File: src/rtl/fpu_arbiter.sv
// fpu_arbiter: shares one pipelined FPU among NUM_REQ requesters.
// Round-robin grant, one-cycle registered issue, and an in-order tag FIFO
// that routes each returning result back to the requester that issued it.
module fpu_arbiter #(
  parameter int NUM_REQ         = 4,
  parameter int EXPONENT_WIDTH  = 8,
  parameter int MANTISSA_WIDTH  = 23,
  parameter int MAX_OUTSTANDING = 4,
  localparam int W     = EXPONENT_WIDTH + MANTISSA_WIDTH + 1,
  localparam int CNT_W = $clog2(MAX_OUTSTANDING + 1)
) (
  input  logic                   clk,
  input  logic                   rst,
  input  logic [NUM_REQ-1:0]     req_valid,
  output logic [NUM_REQ-1:0]     req_ready,
  input  logic [NUM_REQ*W-1:0]   req_operand_a,
  input  logic [NUM_REQ*W-1:0]   req_operand_b,
  input  logic [NUM_REQ*3-1:0]   req_operation,
  output logic                   fpu_valid_in,
  output logic [W-1:0]           fpu_operand_a,
  output logic [W-1:0]           fpu_operand_b,
  output logic [2:0]             fpu_operation,
  input  logic                   fpu_valid_out,
  input  logic [W-1:0]           fpu_result,
  input  logic                   fpu_exception,
  output logic [NUM_REQ-1:0]     rsp_valid,
  output logic [W-1:0]           rsp_result,
  output logic                   rsp_exception,
  output logic [CNT_W-1:0]       outstanding,
  output logic                   err_orphan
);

  localparam int TAG_W = (NUM_REQ > 1) ? $clog2(NUM_REQ) : 1;
  localparam int PTR_W = (MAX_OUTSTANDING > 1) ? $clog2(MAX_OUTSTANDING) : 1;

  logic [TAG_W-1:0]   rr_ptr_q, rr_ptr_d;
  logic [PTR_W-1:0]   wr_ptr_q, wr_ptr_d;
  logic [PTR_W-1:0]   rd_ptr_q, rd_ptr_d;
  logic [CNT_W-1:0]   outstanding_q, outstanding_d;
  logic               fpu_valid_in_q, fpu_valid_in_d;
  logic [W-1:0]       fpu_operand_a_q, fpu_operand_a_d;
  logic [W-1:0]       fpu_operand_b_q, fpu_operand_b_d;
  logic [2:0]         fpu_operation_q, fpu_operation_d;
  logic [NUM_REQ-1:0] rsp_valid_q, rsp_valid_d;
  logic [W-1:0]       rsp_result_q, rsp_result_d;
  logic               rsp_exception_q, rsp_exception_d;
  logic               err_orphan_q, err_orphan_d;

  logic [TAG_W-1:0]   tag_mem [MAX_OUTSTANDING];
  logic [TAG_W-1:0]   tag_head;
  logic [TAG_W-1:0]   grant_idx;
  logic               grant_found;
  logic               can_accept;
  logic               accept;
  logic               pop;

  assign tag_head = tag_mem[rd_ptr_q];

  // Round-robin grant search and handshake; a response freeing a slot this
  // cycle does not open the gate until the count actually drops.
  always_comb begin
    grant_found = 1'b0;
    grant_idx   = '0;
    for (int k = 0; k < NUM_REQ; k++) begin
      if (!grant_found && req_valid[(int'(rr_ptr_q) + k) % NUM_REQ]) begin
        grant_found = 1'b1;
        grant_idx   = TAG_W'((int'(rr_ptr_q) + k) % NUM_REQ);
      end
    end
    can_accept = !rst && (outstanding_q < CNT_W'(MAX_OUTSTANDING));
    accept     = can_accept && grant_found;
    req_ready  = '0;
    if (accept) req_ready[grant_idx] = 1'b1;
    pop        = fpu_valid_out && (outstanding_q != '0);
  end

  // Next-state for issue register, tag FIFO pointers, count and responses.
  always_comb begin
    rr_ptr_d        = rr_ptr_q;
    wr_ptr_d        = wr_ptr_q;
    rd_ptr_d        = rd_ptr_q;
    outstanding_d   = outstanding_q;
    fpu_valid_in_d  = 1'b0;
    fpu_operand_a_d = fpu_operand_a_q;
    fpu_operand_b_d = fpu_operand_b_q;
    fpu_operation_d = fpu_operation_q;
    rsp_valid_d     = '0;
    rsp_result_d    = rsp_result_q;
    rsp_exception_d = rsp_exception_q;
    err_orphan_d    = err_orphan_q;

    if (accept) begin
      rr_ptr_d        = (grant_idx == TAG_W'(NUM_REQ - 1)) ? '0 : grant_idx + 1'b1;
      wr_ptr_d        = (wr_ptr_q == PTR_W'(MAX_OUTSTANDING - 1)) ? '0 : wr_ptr_q + 1'b1;
      fpu_valid_in_d  = 1'b1;
      fpu_operand_a_d = req_operand_a[int'(grant_idx) * W +: W];
      fpu_operand_b_d = req_operand_b[int'(grant_idx) * W +: W];
      fpu_operation_d = req_operation[int'(grant_idx) * 3 +: 3];
    end

    if (pop) begin
      rd_ptr_d              = (rd_ptr_q == PTR_W'(MAX_OUTSTANDING - 1)) ? '0 : rd_ptr_q + 1'b1;
      rsp_valid_d[tag_head] = 1'b1;
      rsp_result_d          = fpu_result;
      rsp_exception_d       = fpu_exception;
    end else if (fpu_valid_out) begin
      // Result with nothing in flight: drop it and flag the protocol error.
      err_orphan_d = 1'b1;
    end

    if (accept && !pop)      outstanding_d = outstanding_q + 1'b1;
    else if (pop && !accept) outstanding_d = outstanding_q - 1'b1;
  end

  // Tag storage: written on accept, no reset needed since pointers gate reads.
  always_ff @(posedge clk) begin
    if (accept) tag_mem[wr_ptr_q] <= grant_idx;
  end

  // State registers with asynchronous clear; in-flight ops are forgotten.
  always_ff @(posedge clk or posedge rst) begin
    if (rst) begin
      rr_ptr_q        <= '0;
      wr_ptr_q        <= '0;
      rd_ptr_q        <= '0;
      outstanding_q   <= '0;
      fpu_valid_in_q  <= 1'b0;
      fpu_operand_a_q <= '0;
      fpu_operand_b_q <= '0;
      fpu_operation_q <= '0;
      rsp_valid_q     <= '0;
      rsp_result_q    <= '0;
      rsp_exception_q <= 1'b0;
      err_orphan_q    <= 1'b0;
    end else begin
      rr_ptr_q        <= rr_ptr_d;
      wr_ptr_q        <= wr_ptr_d;
      rd_ptr_q        <= rd_ptr_d;
      outstanding_q   <= outstanding_d;
      fpu_valid_in_q  <= fpu_valid_in_d;
      fpu_operand_a_q <= fpu_operand_a_d;
      fpu_operand_b_q <= fpu_operand_b_d;
      fpu_operation_q <= fpu_operation_d;
      rsp_valid_q     <= rsp_valid_d;
      rsp_result_q    <= rsp_result_d;
      rsp_exception_q <= rsp_exception_d;
      err_orphan_q    <= err_orphan_d;
    end
  end

  assign fpu_valid_in  = fpu_valid_in_q;
  assign fpu_operand_a = fpu_operand_a_q;
  assign fpu_operand_b = fpu_operand_b_q;
  assign fpu_operation = fpu_operation_q;
  assign rsp_valid     = rsp_valid_q;
  assign rsp_result    = rsp_result_q;
  assign rsp_exception = rsp_exception_q;
  assign outstanding   = outstanding_q;
  assign err_orphan    = err_orphan_q;

endmodule

File: config.mk
export PLATFORM = sky130hd
export DESIGN_NAME = fpu_arbiter
export DESIGN_NICKNAME = d
export VERILOG_FILES = /design/src/rtl/fpu_arbiter.sv
export SDC_FILE = /design/constraint.sdc
export NUM_CORES = 1
export LEC_CHECK = 0
export CORE_AREA = 4 4 160 162
export DETAILED_ROUTE_END_ITERATION = 10
export DIE_AREA = 0 0 164 166
export GPL_TIMING_DRIVEN = 0
export PLACE_DENSITY = 0.7
export SYNTH_ARGS = -nofsm -noshare
export SYNTH_HDL_FRONTEND = slang
export SYNTH_SLANG_ARGS = --single-unit
File: constraint.sdc
create_clock -name clk -period 5.3 [get_ports clk]
set_input_delay 1.59 -clock clk [delete_from_list [all_inputs] [get_ports clk]]
set_output_delay 1.59 -clock clk [all_outputs]
set_load 0.005 [all_outputs]
-- After elaboration in Yosys (flattened, before gate mapping)
Memory sizes are Yosys's and may differ from the RTL's.
Cells that the tools add are included.
- add/sub/neg operators: 8
- multiply operators: 1
- $lt $le $gt $ge: 9
- eq/ne operators: 3
- shifts and indexed selects: 3
- mux-type cells: 32
- bitwise operators: 4
- reductions and logical operators: 22
- operators by type and width (cell ; count):
    128-bit by 8-bit indexed part select with 32-bit output ; 2
    1-bit two-way mux ; 15
    2-bit two-way mux ; 7
    3-bit by 4-bit less-than comparator with 1-bit output (second input constant) ; 3
    12-bit by 5-bit indexed part select with 3-bit output ; 1
    1-bit logical AND ; 10
    2-bit by 3-bit less-than comparator with 1-bit output (second input constant) ; 3
    2-bit by 1-bit adder with 2-bit output (second input constant) ; 4
    1-bit binary-select mux with 2-bit select ; 4
    4-bit two-way mux ; 2
    2-bit equality test (second input constant) ; 3
    1-bit logical NOT ; 6
    3-bit two-way mux ; 2
    2-bit OR reduction ; 3
    2-bit adder (second input constant) ; 2
    1-bit demux with 2-bit select ; 2
    2-bit by 1-bit greater-or-equal comparator with 1-bit output (second input constant) ; 2
    2-bit by 2-bit multiplier with 4-bit output (second input constant) ; 1
    3-bit by 1-bit adder with 3-bit output (second input constant) ; 1
    1-bit AND (first input constant) ; 3
    3-bit less-than comparator (second input constant) ; 1
    3-bit nonzero test ; 1
    3-bit by 1-bit subtractor with 3-bit output (second input constant) ; 1
    2-bit AND reduction ; 1
    2 further kinds ; 2
- flip-flop bits (word level): 115
- memory bits (writable): 8
- input bits: 308
- output and inout bits: 113
- word-level logic and storage cells: 95
- memories: 1
- memory list (name ; depth ; bits a word ; read ports ; clocked after memory_dff ; write ports ; RTL line ; RTL):
    tag_mem ; 4 ; 2 ; 1 ; 0 ; 1 ; 49 ; logic [TAG_W-1:0] tag_mem [MAX_OUTSTANDING];

-- Logic depth before layout (Yosys ltp)
- depth after elaboration: 19
- depth in mapped cells: 11
- mapped depth without buffers: 9

-- Least setup slack after synthesis
Ideal clock, no wire load.
- path kind: input-to-output
- start point: in req_valid[1]
- end point: out req_ready[2]
- data arrival time: 2811 ps
- data required time: 3710 ps
- slack: 899 ps
- stages: 7
- buffers on the path: 1
- cell sequence: a21boi_1 > or2_2 > o211a_2 > inv_2 > buf_2 > ha_1 > and2_1
- cells in the longest elaborated chain, start to end: 17
- elaborated cells on any way between the ends: 32
- those cells by class: 2 x order compare; 22 x mux; 8 x reduce/logical
- RTL lines (what ; RTL line ; RTL):
    start, declared ; 14 ; input logic [NUM_REQ-1:0] req_valid,
    1-bit binary-select mux with 2-bit select ; 65 ; if (!grant_found && req_valid[(int'(rr_ptr_q) + k) % NUM_REQ]) begin
    1-bit two-way mux (implied by the code) ; 65 ;
    1-bit two-way mux ; 65 ;
    1-bit logical NOT ; 65 ;
    1-bit logical AND ; 65 ;
    1-bit two-way mux ; 65 ;
    1-bit logical NOT ; 65 ;
    1-bit logical AND ; 65 ;
    [2 not listed] ; -- ;
    1-bit logical AND ; 65 ;
    2-bit two-way mux * ; 65 ;
    via grant_idx[0] ; 51 ; logic [TAG_W-1:0] grant_idx;
    2-bit by 3-bit less-than comparator with 1-bit output (implied by the code) or 2-bit by 1-bit greater-or-equal comparator with 1-bit output (tied branches) ; 73 ; if (accept) req_ready[grant_idx] = 1'b1;
    1-bit logical AND (implied by the code) ; 73 ;
    1-bit two-way mux (implied by the code) ; 73 ;
    1-bit demux with 2-bit select * ; 73 ;
    4-bit two-way mux * ; 73 ;
    end, declared ; 15 ; output logic [NUM_REQ-1:0] req_ready,
Mark *: on every way through the listed nets, which the timed path passes. The rest lies on a longest branch. The select of a mux whose other input is x is not followed.

-- Worst setup path after layout
- start point: in req_valid[3]
- end point: out req_ready[0]
- elaborated cells on any way between the ends: 32
- those cells by class: 2 x order compare; 22 x mux; 8 x reduce/logical
- RTL lines (what ; RTL line ; RTL):
    1-bit binary-select mux with 2-bit select ; 65 ;
    1-bit two-way mux (implied by the code) ; 65 ;
    1-bit two-way mux ; 65 ;
    1-bit logical NOT ; 65 ;
    1-bit logical AND ; 65 ;
    1-bit two-way mux ; 65 ;
    1-bit logical NOT ; 65 ;
    1-bit logical AND ; 65 ;
    1-bit two-way mux ; 65 ;
    1-bit logical NOT ; 65 ;
    1-bit logical AND ; 65 ;
    1-bit two-way mux * ; 65 ;
    1-bit logical AND * ; 71 ; accept = can_accept && grant_found;
    via accept ; 54 ; logic accept;
    4-bit two-way mux * ; 73 ;
Marks and branches as above.

==> reports/qor.tcl <==
set qor(total_of_flip_flops_plus_latches_after_synthesis) 123
set qor(path_max_fanout) 11
set qor(route.final.wire_length_um) 26470
set qor(post_synthesis_net_count) 863
set qor(post_synthesis_async_set_or_reset_flop_share_pct) 93.50
set qor(cpMostUsedCell) {sky130_fd_sc_hd__clkdlybuf4s50_1}
set qor(total_leakage_power_nw) 5.492
set qor(share_comb_of_total_power_pct) 48.7
set qor(io_pins) 421
set qor(synth_area_leaders) {sky130_fd_sc_hd__dfrtp_1, sky130_fd_sc_hd__mux2i_1, sky130_fd_sc_hd__a21o_1, sky130_fd_sc_hd__o22ai_1, sky130_fd_sc_hd__mux2_2}
set qor(hold_path.startpoint) {err_orphan}
set qor(initial_util_pct) 27.11
set qor(synth_seq_area_share_pct) 47.71
set qor(power_per_cell_area_nw_per_um2) 442.3
set qor(area_share_of_the_largest_cell_type_after_synthesis_pct) 44.04
set qor(number_of_global_route_vias_before_repair) 6581
set qor(yosys.cell_count.top_type) {sky130_fd_sc_hd__mux2i_1}
set qor(synthFlopType) {sky130_fd_sc_hd__dfrtp_1}
set qor(synth_edf_count) 8
set qor(ant_nets) 0
set qor(max_cap_violations) 0
set qor(max-vdd-ir-drop_mv) 0.1554
set qor(cp_slowest_stage_delay_ns) 0.53
set qor(setup_viol) 0
set qor(regToRegEndpoint) {fpu_operand_a[23]}
set qor(numCtsBuffers) 17
set qor(max-slew-margin-rel_pct) 40.75
set qor(clock_power_share_pct) 21.3
set qor(drive_gt1_share_pct) 10.22
set qor(dieArea_um2) 27220
set qor(netlist-cell-type-count) 35
set qor(seqPwrFrac_pct) 30.0
set qor(clock_sinks) 123
set qor(dominant_combinational_cell_family_by_area_after_synthesis) {multiplexers}
set qor(holdBufCountCts) 0
set qor(tightest_slew_ns) 0.8887
set qor(drt-wirelength-per-cell_um) 20.02
set qor(buffer_type_at_the_clock_tree_root) {sky130_fd_sc_hd__clkbuf_16}
set qor(worst-endpoint-arrival_ns) 3.62
set qor(post_drt_via_cell_ratio) 4.671
set qor(synth_compound_area_share_pct) 15.36
set qor(synth_area_um2) 6535
set qor(final_nets) 1304
set qor(vias) 6175
set qor(grt_remaining_overflow) 0
set qor(number_of_antenna_violations_at_the_first_check_in_global_routing) 0
set qor(worstHoldPathType) {register to register}
set qor(status) {completed}
set qor(first_pass_grt_wire_length_um) 38540
set qor(highest_clock_frequency_the_design_can_meet_ghz) 0.1918
set qor(die_width_um) 164
set qor(timing.rr.start) {rr_ptr_q[1]}
set qor(cp_num_buf_inv) 5
set qor(firstDrtPassIters) 4
set qor(internal-power_mw) 3.469
set qor(timing.critical_path.max_delay_family) {buffers and inverters}
set qor(switching_share_pct) 33.44
set qor(grt_util_all_layers_pct) 18.63
set qor(synthesis.area_per_instance_um2) 12.01
set qor(antenna_cells_inserted) 0
set qor(synthesis.instances) 544
set qor(power.switching_mw) 1.743
set qor(slew_viol_final) 0
set qor(critPathKind) {primary input to primary output}
set qor(clk_path_buf_depth) 2
set qor(place_hpwl_um) 21120
set qor(yosys_top_cell_by_area) {sky130_fd_sc_hd__dfrtp_1}
set qor(startpoint_type) {primary input}
set qor(rows) 57
set qor(worst-endpoint-required_ns) 3.71
set qor(worstSetupEndpointType) {primary output}
set qor(worst_hold_path.endpoint) {err_orphan}
set qor(floorplan.core_area_um2) 24110
set qor(hold_viol_final) 0
set qor(drc_errors) 0
set qor(min_path_cells) 1
set qor(gp_congestion) 0.8367
set qor(cpMaxStageDelayCell) {sky130_fd_sc_hd__clkdlybuf4s50_1}
set qor(tritoncts_clock_tree) {built}
set qor(startpoint) {req_valid[3]}
set qor(i_o_buffers) 420
set qor(final.fill_count) 2315
set qor(design_power_total_mw) 5.212
set qor(post-route-period-util_pct) 98.37
set qor(post_synth_and_or_nand_nor_area_fraction_pct) 2.929
set qor(reg2reg_slack_ns) 2.58
set qor(synth_adder_area_share_pct) 2.221
set qor(r2r_cells) 10
set qor(crit_path_cell_trace) {clkdlybuf4s50_1 -> nor4_1 -> or3_1 -> buf_4 -> inv_2 -> clkbuf_8 -> and2_1 -> clkdlybuf4s50_1}
set qor(grt_start_max_net_pins) 70
set qor(drt_iter0_drc) 175
set qor(worst_clock_skew_ns) 0.009315
set qor(clkLatencyLatePin_ns) 0.41
set qor(rsz0062_at_grt) {no}
set qor(timing.final.crit_period_ns) 5.214
set qor(yosysWarningCount) 0
set qor(cts-htree-levels) 4
set qor(muxShareOfSynthArea_pct) 27.42
set qor(synth_xor_xnor_area_share_pct) 0.4021
set qor(utilization_pct) 48.88
set qor(synth.cells.most_frequent) {sky130_fd_sc_hd__mux2i_1, sky130_fd_sc_hd__dfrtp_1, sky130_fd_sc_hd__a21o_1, sky130_fd_sc_hd__o22ai_1, sky130_fd_sc_hd__mux2_2}
set qor(chipHeight_um) 166
set qor(path_clk_slew_ns) 0.06
set qor(layout-area-overhead-vs-synth_pct) 80.32
[kinds of logic after synthesis]
kind of cell | Yosys count
multiplexers | 172
AO/OA/AOI/OAI | 147
flip-flops | 123
buffers and inverters | 53
AND/OR/NAND/NOR | 35
adder cells (fa/ha/maj) | 11
XOR/XNOR | 3
[layer usage]
metal / share of wire (%) / GRT usage, %
met5: 0 / 0
met4: 1.7 / 5.361
met3: 8.9 / 5.733
met2: 50 / 33.40
met1: 39 / 21.20
[state kept, by name, indices dropped and copies added, names as in the netlist]
signal         cells
rsp_exception      1
fpu_operand_b     32
rr_ptr_q           2
outstanding        3
err_orphan         1
fpu_operand_a     32
wr_ptr_q           2
fpu_valid_in       1
rsp_valid          4
rsp_result        32
fpu_operation      3
rd_ptr_q           2
tag_mem            8
[per-stage QoR]
stage / instance area (um^2) / TNS [ns] / cells / hold slack, ns / worst slack (ns)
after floorplan: 6535 / 0 / 544 / 0.4510 / 0.6659
after global placement: 11140 / -143.32 / 1288 / 0.4385 / -1.248
after detailed placement: 11180 / -1.440 / 1289 / 0.4441 / -0.5449
after CTS: 11780 / 0 / 1322 / 0.4589 / 0.01178
after global routing: 11780 / 0 / 1322 / 0.4841 / 0.01489
final: 11780 / 0 / 1322 / 0.4594 / 0.08618
[how the worst max path moves through the flow]
| stage | end | slack (ns) | depth (start not counted) |
|---|---|---|---|
| 5_1_grt | req_ready[2] | 0.01 | 8 |
| 6_report | req_ready[0] | 0.09 | 8 |
| 3_5_place_dp | req_ready[2] | -0.54 | 9 |
| 3_3_place_gp | fpu_operand_a[4] | -1.25 | 2 |
| 2_1_floorplan | err_orphan | 0.67 | 1 |
| 4_1_cts | req_ready[0] | 0.01 | 8 |
[final cells by class]
class | count | area [um^2] | area share [%]
sequential | 123 | 3118 | 26.46
tap | 324 | 405.4 | 3.440
clock inverter | 13 | 106.4 | 0.9025
clock buffer | 19 | 452.9 | 3.844
buffer | 43 | 244.0 | 2.071
inverter | 10 | 47.55 | 0.4035
multi-input combinational | 368 | 3174 | 26.94
timing repair buffer | 422 | 4235 | 35.94
[worst reg2reg max path, stage by stage (launching register included)]
cell                      delay [ns]
sky130_fd_sc_hd__dfrtp_1        0.32
sky130_fd_sc_hd__buf_2          0.19
sky130_fd_sc_hd__mux2_1         0.36
sky130_fd_sc_hd__o211a_4        0.28
sky130_fd_sc_hd__inv_6          0.08
sky130_fd_sc_hd__buf_4          0.16
sky130_fd_sc_hd__buf_6          0.20
sky130_fd_sc_hd__buf_2          0.38
sky130_fd_sc_hd__mux2i_1        0.26
sky130_fd_sc_hd__o22ai_1        0.15
sky130_fd_sc_hd__a21o_1         0.22
[timing repair]
item	CTS	global route
setup endpoints to repair	4	3
setup buffers	1	0
gates resized for setup	15	1
[placed cells by master, fill, tap and decap left out, types with 3 or more instances in the layout]
| master | Yosys | routed |
|---|---|---|
| sky130_fd_sc_hd__clkbuf_8 | 0 | 3 |
| sky130_fd_sc_hd__edfxtp_1 | 8 | 8 |
| sky130_fd_sc_hd__mux2_2 | 35 | 35 |
| sky130_fd_sc_hd__nor3_1 | 5 | 5 |
| sky130_fd_sc_hd__nand2_1 | 6 | 6 |
| sky130_fd_sc_hd__buf_2 | 18 | 16 |
| sky130_fd_sc_hd__a21o_1 | 69 | 69 |
| sky130_fd_sc_hd__clkdlybuf4s50_1 | 0 | 417 |
| sky130_fd_sc_hd__mux2i_1 | 134 | 134 |
| sky130_fd_sc_hd__a21oi_1 | 3 | 3 |
| sky130_fd_sc_hd__and2_1 | 8 | 8 |
| sky130_fd_sc_hd__or3_1 | 4 | 4 |
| sky130_fd_sc_hd__buf_6 | 5 | 5 |
| sky130_fd_sc_hd__o22ai_1 | 67 | 67 |
| sky130_fd_sc_hd__nor2_1 | 4 | 3 |
| sky130_fd_sc_hd__dfrtp_1 | 115 | 115 |
| sky130_fd_sc_hd__inv_1 | 9 | 7 |
| sky130_fd_sc_hd__nand2b_1 | 3 | 3 |
| sky130_fd_sc_hd__dlygate4sd2_1 | 0 | 3 |
| sky130_fd_sc_hd__clkbuf_1 | 19 | 18 |
| sky130_fd_sc_hd__ha_1 | 10 | 10 |
| sky130_fd_sc_hd__o21ai_0 | 4 | 4 |
| sky130_fd_sc_hd__clkbuf_16 | 0 | 17 |
| sky130_fd_sc_hd__inv_6 | 0 | 8 |
[power groups by stage]
stage	Clock (mW)	Combinational, mW	Sequential [mW]
6_report	1.11	2.54	1.56
4_1_cts	1.15	2.59	1.56
5_1_grt	1.19	2.76	1.61
3_5_place_dp	0	2.56	1.57
3_3_place_gp	0	2.53	1.56
2_1_floorplan	0	1.17	1.59
Power figures use the tool's default switching activity.
